==> src/rtl/jk_pkg.sv <==
// Shared types and helpers for the JK bank driver.
// Latency: n/a (package only).
// Backpressure: n/a.
// Contents: FSM state enum, per-bit {J,K} excitation codes, popcount helper.
package jk_pkg;

  typedef enum logic [1:0] {
    IDLE   = 2'd0,
    DRIVE  = 2'd1,
    SETTLE = 2'd2
  } state_t;

  // Per-bit excitation codes, packed as {J,K}.
  localparam logic [1:0] JK_HOLD = 2'b00;
  localparam logic [1:0] JK_RST  = 2'b01;
  localparam logic [1:0] JK_SET  = 2'b10;
  localparam logic [1:0] JK_TGL  = 2'b11;

  // Number of set bits in a word of up to 32 bits (callers zero-extend).
  function automatic logic [7:0] popcount(input logic [31:0] v);
    logic [7:0] c;
    c = '0;
    for (int i = 0; i < 32; i++) begin
      c = c + {7'd0, v[i]};
    end
    return c;
  endfunction

endpackage

==> src/rtl/jk_tgt_fifo.sv <==
// Target word queue: circular buffer with wrap-bit pointers.
// Latency: a pushed word is visible at head_dat the cycle after the push edge.
// Backpressure: full stays high on a simultaneous pop; no push-through.
// Ports: clk, rst_n (async, active low); push_vld/push_dat write side;
//        pop read side; full, empty, head_dat status/head word.
module jk_tgt_fifo #(
  parameter int WIDTH = 4,
  parameter int DEPTH = 4
) (
  input  logic             clk,
  input  logic             rst_n,
  input  logic             push_vld,
  input  logic [WIDTH-1:0] push_dat,
  input  logic             pop,
  output logic             full,
  output logic             empty,
  output logic [WIDTH-1:0] head_dat
);

  localparam int AW = $clog2(DEPTH);

  logic [WIDTH-1:0] mem_q [DEPTH];
  logic [AW:0]      wptr_q, wptr_d;
  logic [AW:0]      rptr_q, rptr_d;
  logic             push_ok;
  logic             pop_ok;

  // Same slot index with differing wrap bits means the writer lapped the reader.
  assign full     = (wptr_q[AW] != rptr_q[AW]) && (wptr_q[AW-1:0] == rptr_q[AW-1:0]);
  assign empty    = (wptr_q == rptr_q);
  assign head_dat = mem_q[rptr_q[AW-1:0]];

  assign push_ok = push_vld && !full;
  assign pop_ok  = pop && !empty;

  always_comb begin
    wptr_d = wptr_q + {{AW{1'b0}}, push_ok};
    rptr_d = rptr_q + {{AW{1'b0}}, pop_ok};
  end

  always_ff @(posedge clk or negedge rst_n) begin
    if (!rst_n) begin
      wptr_q <= '0;
      rptr_q <= '0;
    end else begin
      wptr_q <= wptr_d;
      rptr_q <= rptr_d;
    end
  end

  // Storage needs no reset: the pointers define which slots hold live data.
  always_ff @(posedge clk) begin
    if (push_ok) begin
      mem_q[wptr_q[AW-1:0]] <= push_dat;
    end
  end

endmodule

==> src/rtl/jk_bank_driver.sv <==
// Steers an external JK flop bank to queued target words, verifies Q, retries.
// Latency: done 3 cycles after acceptance on an idle driver; one word per 3 cycles.
// Backpressure: tgt_ready = !fifo_full; words stall while the queue is full.
// Ports: clk, rst_n; tgt_valid/tgt_data/tgt_ready target input; mode (latched at pop);
//        q_in bank readback; j/k registered excitation; busy, done, err, flips status.
module jk_bank_driver
  import jk_pkg::*;
#(
  parameter int WIDTH      = 4,
  parameter int FIFO_DEPTH = 4,
  parameter int MAX_RETRY  = 2
) (
  input  logic             clk,
  input  logic             rst_n,
  input  logic             tgt_valid,
  input  logic [WIDTH-1:0] tgt_data,
  output logic             tgt_ready,
  input  logic             mode,
  input  logic [WIDTH-1:0] q_in,
  output logic [WIDTH-1:0] j,
  output logic [WIDTH-1:0] k,
  output logic             busy,
  output logic             done,
  output logic             err,
  output logic [7:0]       flips
);

  localparam int RW = (MAX_RETRY < 1) ? 1 : $clog2(MAX_RETRY + 1);
  localparam logic [RW-1:0] RETRY_MAX = RW'(MAX_RETRY);

  state_t           state_q, state_d;
  logic [WIDTH-1:0] cur_tgt_q, cur_tgt_d;
  logic             cur_mode_q, cur_mode_d;
  logic [WIDTH-1:0] j_q, j_d;
  logic [WIDTH-1:0] k_q, k_d;
  logic [RW-1:0]    retry_cnt_q, retry_cnt_d;
  logic [7:0]       flips_acc_q, flips_acc_d;
  logic [7:0]       flips_q, flips_d;
  logic             done_q, done_d;
  logic             err_q, err_d;

  logic             fifo_full;
  logic             fifo_empty;
  logic [WIDTH-1:0] head_tgt;
  logic             fifo_pop;
  logic [31:0]      diff32;
  logic [8:0]       acc_sum;

  jk_tgt_fifo #(
    .WIDTH (WIDTH),
    .DEPTH (FIFO_DEPTH)
  ) u_fifo (
    .clk      (clk),
    .rst_n    (rst_n),
    .push_vld (tgt_valid && tgt_ready),
    .push_dat (tgt_data),
    .pop      (fifo_pop),
    .full     (fifo_full),
    .empty    (fifo_empty),
    .head_dat (head_tgt)
  );

  // {J,K} word that moves each differing bit toward tgt; equal bits hold.
  function automatic logic [2*WIDTH-1:0] excite(input logic [WIDTH-1:0] tgt,
                                                 input logic [WIDTH-1:0] q,
                                                 input logic             tgl);
    logic [WIDTH-1:0] jv;
    logic [WIDTH-1:0] kv;
    logic [1:0]       code;
    for (int i = 0; i < WIDTH; i++) begin
      if (tgt[i] == q[i])  code = JK_HOLD;
      else if (tgl)        code = JK_TGL;
      else if (tgt[i])     code = JK_SET;
      else                 code = JK_RST;
      jv[i] = code[1];
      kv[i] = code[0];
    end
    return {jv, kv};
  endfunction

  always_comb begin
    state_d     = state_q;
    cur_tgt_d   = cur_tgt_q;
    cur_mode_d  = cur_mode_q;
    retry_cnt_d = retry_cnt_q;
    flips_acc_d = flips_acc_q;
    flips_d     = flips_q;
    j_d         = '0;
    k_d         = '0;
    done_d      = 1'b0;
    err_d       = 1'b0;
    fifo_pop    = 1'b0;
    diff32      = '0;
    acc_sum     = '0;

    case (state_q)
      IDLE: begin
        if (!fifo_empty) begin
          fifo_pop           = 1'b1;
          cur_tgt_d          = head_tgt;
          cur_mode_d         = mode;
          {j_d, k_d}         = excite(head_tgt, q_in, mode);
          retry_cnt_d        = '0;
          diff32[WIDTH-1:0]  = head_tgt ^ q_in;
          flips_acc_d        = popcount(diff32);
          state_d            = DRIVE;
        end
      end

      // The bank samples j/k at the edge leaving DRIVE; they drop to 0 afterwards.
      DRIVE: begin
        state_d = SETTLE;
      end

      SETTLE: begin
        if (q_in == cur_tgt_q) begin
          done_d  = 1'b1;
          flips_d = flips_acc_q;
          state_d = IDLE;
        end else if (retry_cnt_q < RETRY_MAX) begin
          retry_cnt_d       = retry_cnt_q + RW'(1);
          {j_d, k_d}        = excite(cur_tgt_q, q_in, cur_mode_q);
          diff32[WIDTH-1:0] = cur_tgt_q ^ q_in;
          acc_sum           = {1'b0, flips_acc_q} + {1'b0, popcount(diff32)};
          flips_acc_d       = acc_sum[8] ? 8'hFF : acc_sum[7:0];
          state_d           = DRIVE;
        end else begin
          err_d   = 1'b1;
          flips_d = flips_acc_q;
          state_d = IDLE;
        end
      end

      default: begin
        state_d = IDLE;
      end
    endcase
  end

  always_ff @(posedge clk or negedge rst_n) begin
    if (!rst_n) begin
      state_q     <= IDLE;
      cur_tgt_q   <= '0;
      cur_mode_q  <= 1'b0;
      j_q         <= '0;
      k_q         <= '0;
      retry_cnt_q <= '0;
      flips_acc_q <= '0;
      flips_q     <= '0;
      done_q      <= 1'b0;
      err_q       <= 1'b0;
    end else begin
      state_q     <= state_d;
      cur_tgt_q   <= cur_tgt_d;
      cur_mode_q  <= cur_mode_d;
      j_q         <= j_d;
      k_q         <= k_d;
      retry_cnt_q <= retry_cnt_d;
      flips_acc_q <= flips_acc_d;
      flips_q     <= flips_d;
      done_q      <= done_d;
      err_q       <= err_d;
    end
  end

  assign tgt_ready = !fifo_full;
  assign busy      = (state_q != IDLE) || !fifo_empty;
  assign j         = j_q;
  assign k         = k_q;
  assign done      = done_q;
  assign err       = err_q;
  assign flips     = flips_q;

endmodule

==> config.mk <==
export PLATFORM = sky130hd
export DESIGN_NAME = jk_bank_driver
export DESIGN_NICKNAME = d
export VERILOG_FILES = /design/src/rtl/jk_pkg.sv /design/src/rtl/jk_tgt_fifo.sv /design/src/rtl/jk_bank_driver.sv
export SDC_FILE = /design/constraint.sdc
export NUM_CORES = 1
export LEC_CHECK = 0
export CORE_MARGIN = 8
export CORE_UTILIZATION = 50
export DETAILED_ROUTE_END_ITERATION = 8
export MAX_ROUTING_LAYER = met4
export PLACE_DENSITY = 0.79
export SYNTH_ARGS = -nofsm -noshare
export SYNTH_HDL_FRONTEND = slang
export SYNTH_HIERARCHICAL = 1
export SYNTH_SLANG_ARGS = --single-unit
==> constraint.sdc <==
create_clock -name clk -period 3.1 [get_ports clk]
set_input_delay 0.62 -clock clk [delete_from_list [all_inputs] [get_ports clk]]
set_output_delay 0.62 -clock clk [all_outputs]
set_load 0.05 [all_outputs]
==> flow_summary.toml, run 1 <==
[outcome]
status = "completed"

[clock_network]
htreeDepth = 3
cts_sinks = 57
insertion_delay_ps = 330
clkTransAtPathRegs_ps = 70
cts_tree = "yes"
root_buffer = "clkbuf_8"
cts_buffer_depth = 2
cts_buffers = 9

[job]
cap_violations = 0

[sta]
finalMaxSlewViolations = 0
max_slew_margin_pct = 39.2
finalHoldViolCount = 0
worst_pin_slew_ps = 912
min_period_ps = 2920
fin_crit_sh_pct = 94.2
grt_setup_unrepaired = "false"
fin_skew_ps = 8.44
finalSetupTns_ps = 0
fmax_mhz = 343
final.setup.worst_slack_ps = 181
setup_viol = 0

[critical_path]
required_ps = 2480
path_buf_inv = 3
cp.depth = 5
cp_slowest_cell = "clkdlybuf4s50_1"
crit_fanout = 6
endpoint = "tgt_ready"
path_class = "flop to output pin"
max_stage_delay_ps = 690
cp-end-kind = "output pin"
cp.arrival_ps = 2300
crit_family = "buffers and inverters"
crit_chain = "buf_4 -> xnor2_1 -> and3_1 -> inv_1 -> clkdlybuf4s50_1"
ff2ff_setup_slack_ps = 180
r2r-end = "flips_acc_q[1]$_DFFE_PN0P_"
r2r_cells = 9
critPathLaunch = "u_fifo/rptr_q[0]$_DFF_PN0_"
start_kind = "flop"
r2r-start = "u_fifo/rptr_q[0]$_DFF_PN0_"

[grt]
grt_overflow = 0
grt_pass1_vias = 2046
antenna_found_initial = 0
met3_usage_pct = 3.93
use_met1_pct = 18.2
top_usage_layer = "met2"
grt_max_degree = 42
grt_pass1_wl_mm = 9.78
grtUsageTotal_pct = 15.0
use_met2_pct = 22.7

[synthesis]
ys_warn_count = 6
synth-edff-count = 16
avgSynthCellArea_um2 = 12.1
async_flop_share_pct = 71.9
yosysSeqAreaShare_pct = 50.3
synthesis.area_um2 = 2990
synthCells = 247
ys_ff_latch = 57
synth_top_flop_cell = "dfrtp_1"
synth_fp_nets = 270
yosysUniqueCellTypes = 49

[placed_design]
post-place-ws_ps = -453
io_buffers = 31
gp_congestion = 0.859
place_hpwl_mm = 4.32

[floorplanning]
die_w_um = 93.4
die_area_um2 = 8720
rows = 28
start_util_pct = 51.2
die_h_um = 93.4
coreArea_um2 = 5850
ios = 32

[finish]
multiInputGateArea_um2 = 1370
antenna_cells = 0
final_nets = 319
nFillCells = 440
utilization_pct = 62.9
final_cell_mix = "41 x dfrtp_1, 28 x clkdlybuf4s50_1, 23 x nand2_1"
seqCellArea_um2 = 1510
syn_to_final_growth_pct = 23.0
drive_gt1_share_pct = 20.6
final_common_cell = "dfrtp_1"

[pwr]
peakVddDrop_uv = 628
powerDensity_nw_per_um2 = 1190
p_leak_nw = 1.57

[routing]
detail-route-antenna-nets = 0
vias = 2075
vias_per_cell = 5.52
drc = 0
drtIter0Drc = 238
routedWlPerCell_um = 15.9
drt-total-wl_mm = 5.98
drt_pre_antenna_iters = 4

[worst_hold_path]
holdCritPathClass = "input port to async pin"
[cell families after synthesis]
kind of cell / after synthesis / share of synthesized area [%]
AO/OA/AOI/OAI: 48 / 11.4
XOR/XNOR: 15 / 5.64
adder cells (fa/ha/maj): 11 / 5.60
buffers and inverters: 21 / 4.05
flip-flops: 57 / 50.3
multiplexers: 24 / 10.3
AND/OR/NAND/NOR: 71 / 12.7
[timing repair]
item,CTS,global route
hold buffers,0,0
hold endpoints to repair,0,0
cloned,0,0
gates resized for setup,2,1
buffers inserted,0,0
pin swaps,3,2
endpoints found under the setup margin,1,2
[state kept, by name (all words and copies together), names as in the netlist, 2 cells and up]
register	cells
u_fifo/rptr_q	3
cur_tgt_q	4
flips	8
flips_acc_q	8
state_q	2
j	4
k	4
retry_cnt_q	2
u_fifo/mem_q	16
u_fifo/wptr_q	3
[per-layer routing]
metal	wire length (um)	vias up
li1	-	996
met1	2630	1016
met2	2930	52
met3	297	11
met4	131	0
met5	0	-
[through the flow]
step           hold slack, ps  total power [mW]  instances  instance area (um2)
5_1_grt                   495              4.68        376                 3680
3_3_place_gp              468              3.47        360                 3440
4_1_cts                   448              4.40        376                 3680
2_1_floorplan             324              2.87        247                 2990
6_report                  424              4.38        376                 3680
3_5_place_dp              473              3.57        360                 3440
[power breakdown]
group	internal, mW	switching (mW)	leakage, nW
Clock	0.530	0.295	0.114
Combinational	0.974	1.32	0.781
Sequential	1.03	0.235	0.674
Total	2.53	1.85	1.57
[cell type report]
class / count / area share, %
flip-flops and latches: 57 / 40.9
multi-input cells: 169 / 37.2
repair buffers: 49 / 12.0
well taps: 75 / 2.55
inverters: 10 / 1.02
clock inverters: 6 / 2.89
clock buffers: 10 / 3.47
[cell usage after synthesis, drive strengths merged, types with 5 or more instances]
library cell,number,area [um2]
buf,9,75.1
nor2b,7,43.8
xnor2,9,109
inv,10,37.5
a311oi,6,52.6
dfrtp,41,1030
o22ai,8,50.1
o21ai,13,65.1
nand2,24,97.6
ha,7,87.6
mux2,15,169
edfxtp,16,480
mux2i,5,50.1
and3,5,31.3
nand2b,6,37.5
a21oi,6,30.0
xor2,6,60.1
nor2,12,52.6
[worst min-delay path by stage]
stage | endpoint | slack (ps) | cells after the start
2_1_floorplan | cur_mode_q$_DFFE_PN0P_ | 320 | 0
3_3_place_gp | retry_cnt_q[0]$_DFFE_PN0P_ | 470 | 1
3_5_place_dp | retry_cnt_q[0]$_DFFE_PN0P_ | 470 | 1
4_1_cts | done$_DFF_PN0_ | 450 | 1
5_1_grt | flips[4]$_DFFE_PN0P_ | 500 | 1
6_report | flips[4]$_DFFE_PN0P_ | 420 | 1
[worst reg2reg max path, stage by stage (launching register included)]
cell and delay, ps:
dfrtp_1 450, mux4_2 580, xnor2_1 190, fa_1 540, inv_1 50, ha_1 210
ha_1 270, nor2_1 140, a21oi_1 70, mux2_1 300
(Power assumes the default switching activity.)
==> run 2, diff against run 1 <==
- CORE_UTILIZATION: 50 -> 56
- HOLD_SLACK_MARGIN: default -> 0.06
- PLACE_DENSITY: 0.79 -> 0.86
==> flow_summary.toml, run 2 (synthesized netlist as in run 1, its figures left out) <==
[finish]
final_common_cell = "dfrtp_1"
drive_gt1_share_pct = 20.1
largest_reg_flops = 16
antenna_cells = 0
final_cell_mix = "41 x dfrtp_1, 28 x clkdlybuf4s50_1, 23 x nand2_1"
fin_cells = 369
final_nets = 317
syn_to_final_growth_pct = 21.2
utilization_pct = 70.6

[clock_network]
cts_buffer_depth = 2
root_buffer = "clkbuf_8"
holdBufCountCts = 0
clkTransAtPathRegs_ps = 60
cts_sinks = 57
htreeDepth = 3
cts_buffers = 9
cts_setup_buffers = 0
cts_tree = "yes"
insertion_delay_ps = 340

[grt]
grt_overflow = 0
grt_pass1_wl_mm = 10.0
antenna_found_initial = 0
grtUsageTotal_pct = 17.4
grt_pass1_vias = 2099
grt_max_degree = 42

[sta]
finalHoldViolCount = 0
fmax_mhz = 339
worst_pin_slew_ps = 990
finalMaxSlewViolations = 0
max_slew_margin_pct = 33.8
fin_skew_ps = 7.09
grt_setup_unrepaired = "false"
fin_crit_sh_pct = 95.2
setup_viol = 0
min_period_ps = 2950

[placed_design]
place_hpwl_mm = 4.32
dpl.cell_count = 353
io_buffers = 31
gp_congestion = 0.893

[critical_path]
r2r_cells = 9
r2r-end = "flips_acc_q[1]$_DFFE_PN0P_"
cp-end-kind = "output pin"
r2r-start = "u_fifo/rptr_q[0]$_DFF_PN0_"
path_class = "flop to output pin"
required_ps = 2480
start_kind = "flop"
cp.arrival_ps = 2330
crit_fanout = 6
critPathLaunch = "u_fifo/rptr_q[0]$_DFF_PN0_"
ff2ff_setup_slack_ps = 220
max_stage_delay_ps = 690
crit_chain = "buf_4 -> xnor2_1 -> and3_1 -> inv_1 -> clkdlybuf4s50_1"
cp_slowest_cell = "clkdlybuf4s50_1"

[job]
cap_violations = 0

[floorplanning]
coreArea_um2 = 5140
die_h_um = 89.1
ios = 32
die_w_um = 89.1
rows = 26
die_area_um2 = 7940
start_util_pct = 58.3

[pwr]
p_int_mw = 2.47
switching_share_pct = 42.9
peakVddDrop_uv = 791
p_leak_nw = 1.54
powerDensity_nw_per_um2 = 1190
power.share.combinational_pct = 53.7
power_frac_seq_pct = 29.5
p_clk_share_pct = 16.9
p_switching_mw = 1.85

[worst_hold_path]
holdCritPathClass = "input port to async pin"

[routing]
drt-total-wl_mm = 6.14
drt_pre_antenna_iters = 4
drc = 0
vias_per_cell = 5.78
drtIter0Drc = 145
detail-route-antenna-nets = 0
routedWlPerCell_um = 16.6
vias = 2131

[outcome]
status = "completed"
## run 2: cell types whose count changed in the layout (fill, tap and decap cells not counted), sizes merged
cell,previous run,this run
clkinvlp,1,0
dlymetal6s2s,1,0
bufinv,3,2
clkbuf,10,12
buf,19,17
dlygate4sd2,1,2
## run 2: metal layers
layer | GRT usage (%) | up-vias | routed length [um]
met5 | - | - | 0
met4 | 8.76 | 0 | 97
met3 | 4.96 | 10 | 427
met2 | 26.7 | 75 | 3040
met1 | 20.5 | 1050 | 2570
li1 | - | 996 | -
## run 2: how the worst max path moves through the flow
stage | endpoint
finish | tgt_ready
floorplan | flips_acc_q[3]$_DFFE_PN0P_
detailed placement | flips_acc_q[3]$_DFFE_PN0P_
CTS | flips_acc_q[2]$_DFFE_PN0P_
global route | tgt_ready
global placement | flips_acc_q[3]$_DFFE_PN0P_
## run 2: power groups by stage
stage,clock (mW),sequential [mW],combinational [mW]
floorplan,0,1.39,1.48
global placement,0,1.26,2.17
detailed placement,0,1.28,2.26
CTS,0.742,1.27,2.31
global route,0.773,1.31,2.54
finish,0.729,1.27,2.32
## run 2: metrics by stage
step	hold WS, ps	instance area, um2	setup slack [ps]	total power [mW]	setup TNS, ps
global placement	460	3420	-332	3.43	-1960
finish	409	3630	150	4.32	0
CTS	437	3630	134	4.32	0
detailed placement	467	3420	-457	3.54	-2820
global route	485	3630	2.79	4.63	0
floorplan	324	2990	54.2	2.87	0
## run 2: critical path: cells and delay by family (launching register included)
kind / cells / cell delay, ps
XOR/XNOR: 1 / 380
buffers and inverters: 3 / 930
flip-flops: 1 / 450
AND/OR/NAND/NOR: 1 / 240
## run 2: what timing repair did
item / in CTS / in global routing
setup endpoints to repair: 4 / 1
pin swaps: 4 / 2
resized for setup: 4 / 1
## run 2: cell type report
class,instances,area (um2)
clock buffer,12,135
clock inverter,4,68.8
fill,396,1510
inverter,10,37.5
multi-input combinational,169,1370
sequential,57,1510
tap,70,87.6
timing repair buffer,47,423
==> run 3, diff against run 2 <==
- SLEW_MARGIN: default -> 5
==> results of run 3 <==
Same layout as run 2: the final DEF is identical, and so are final timing and power.
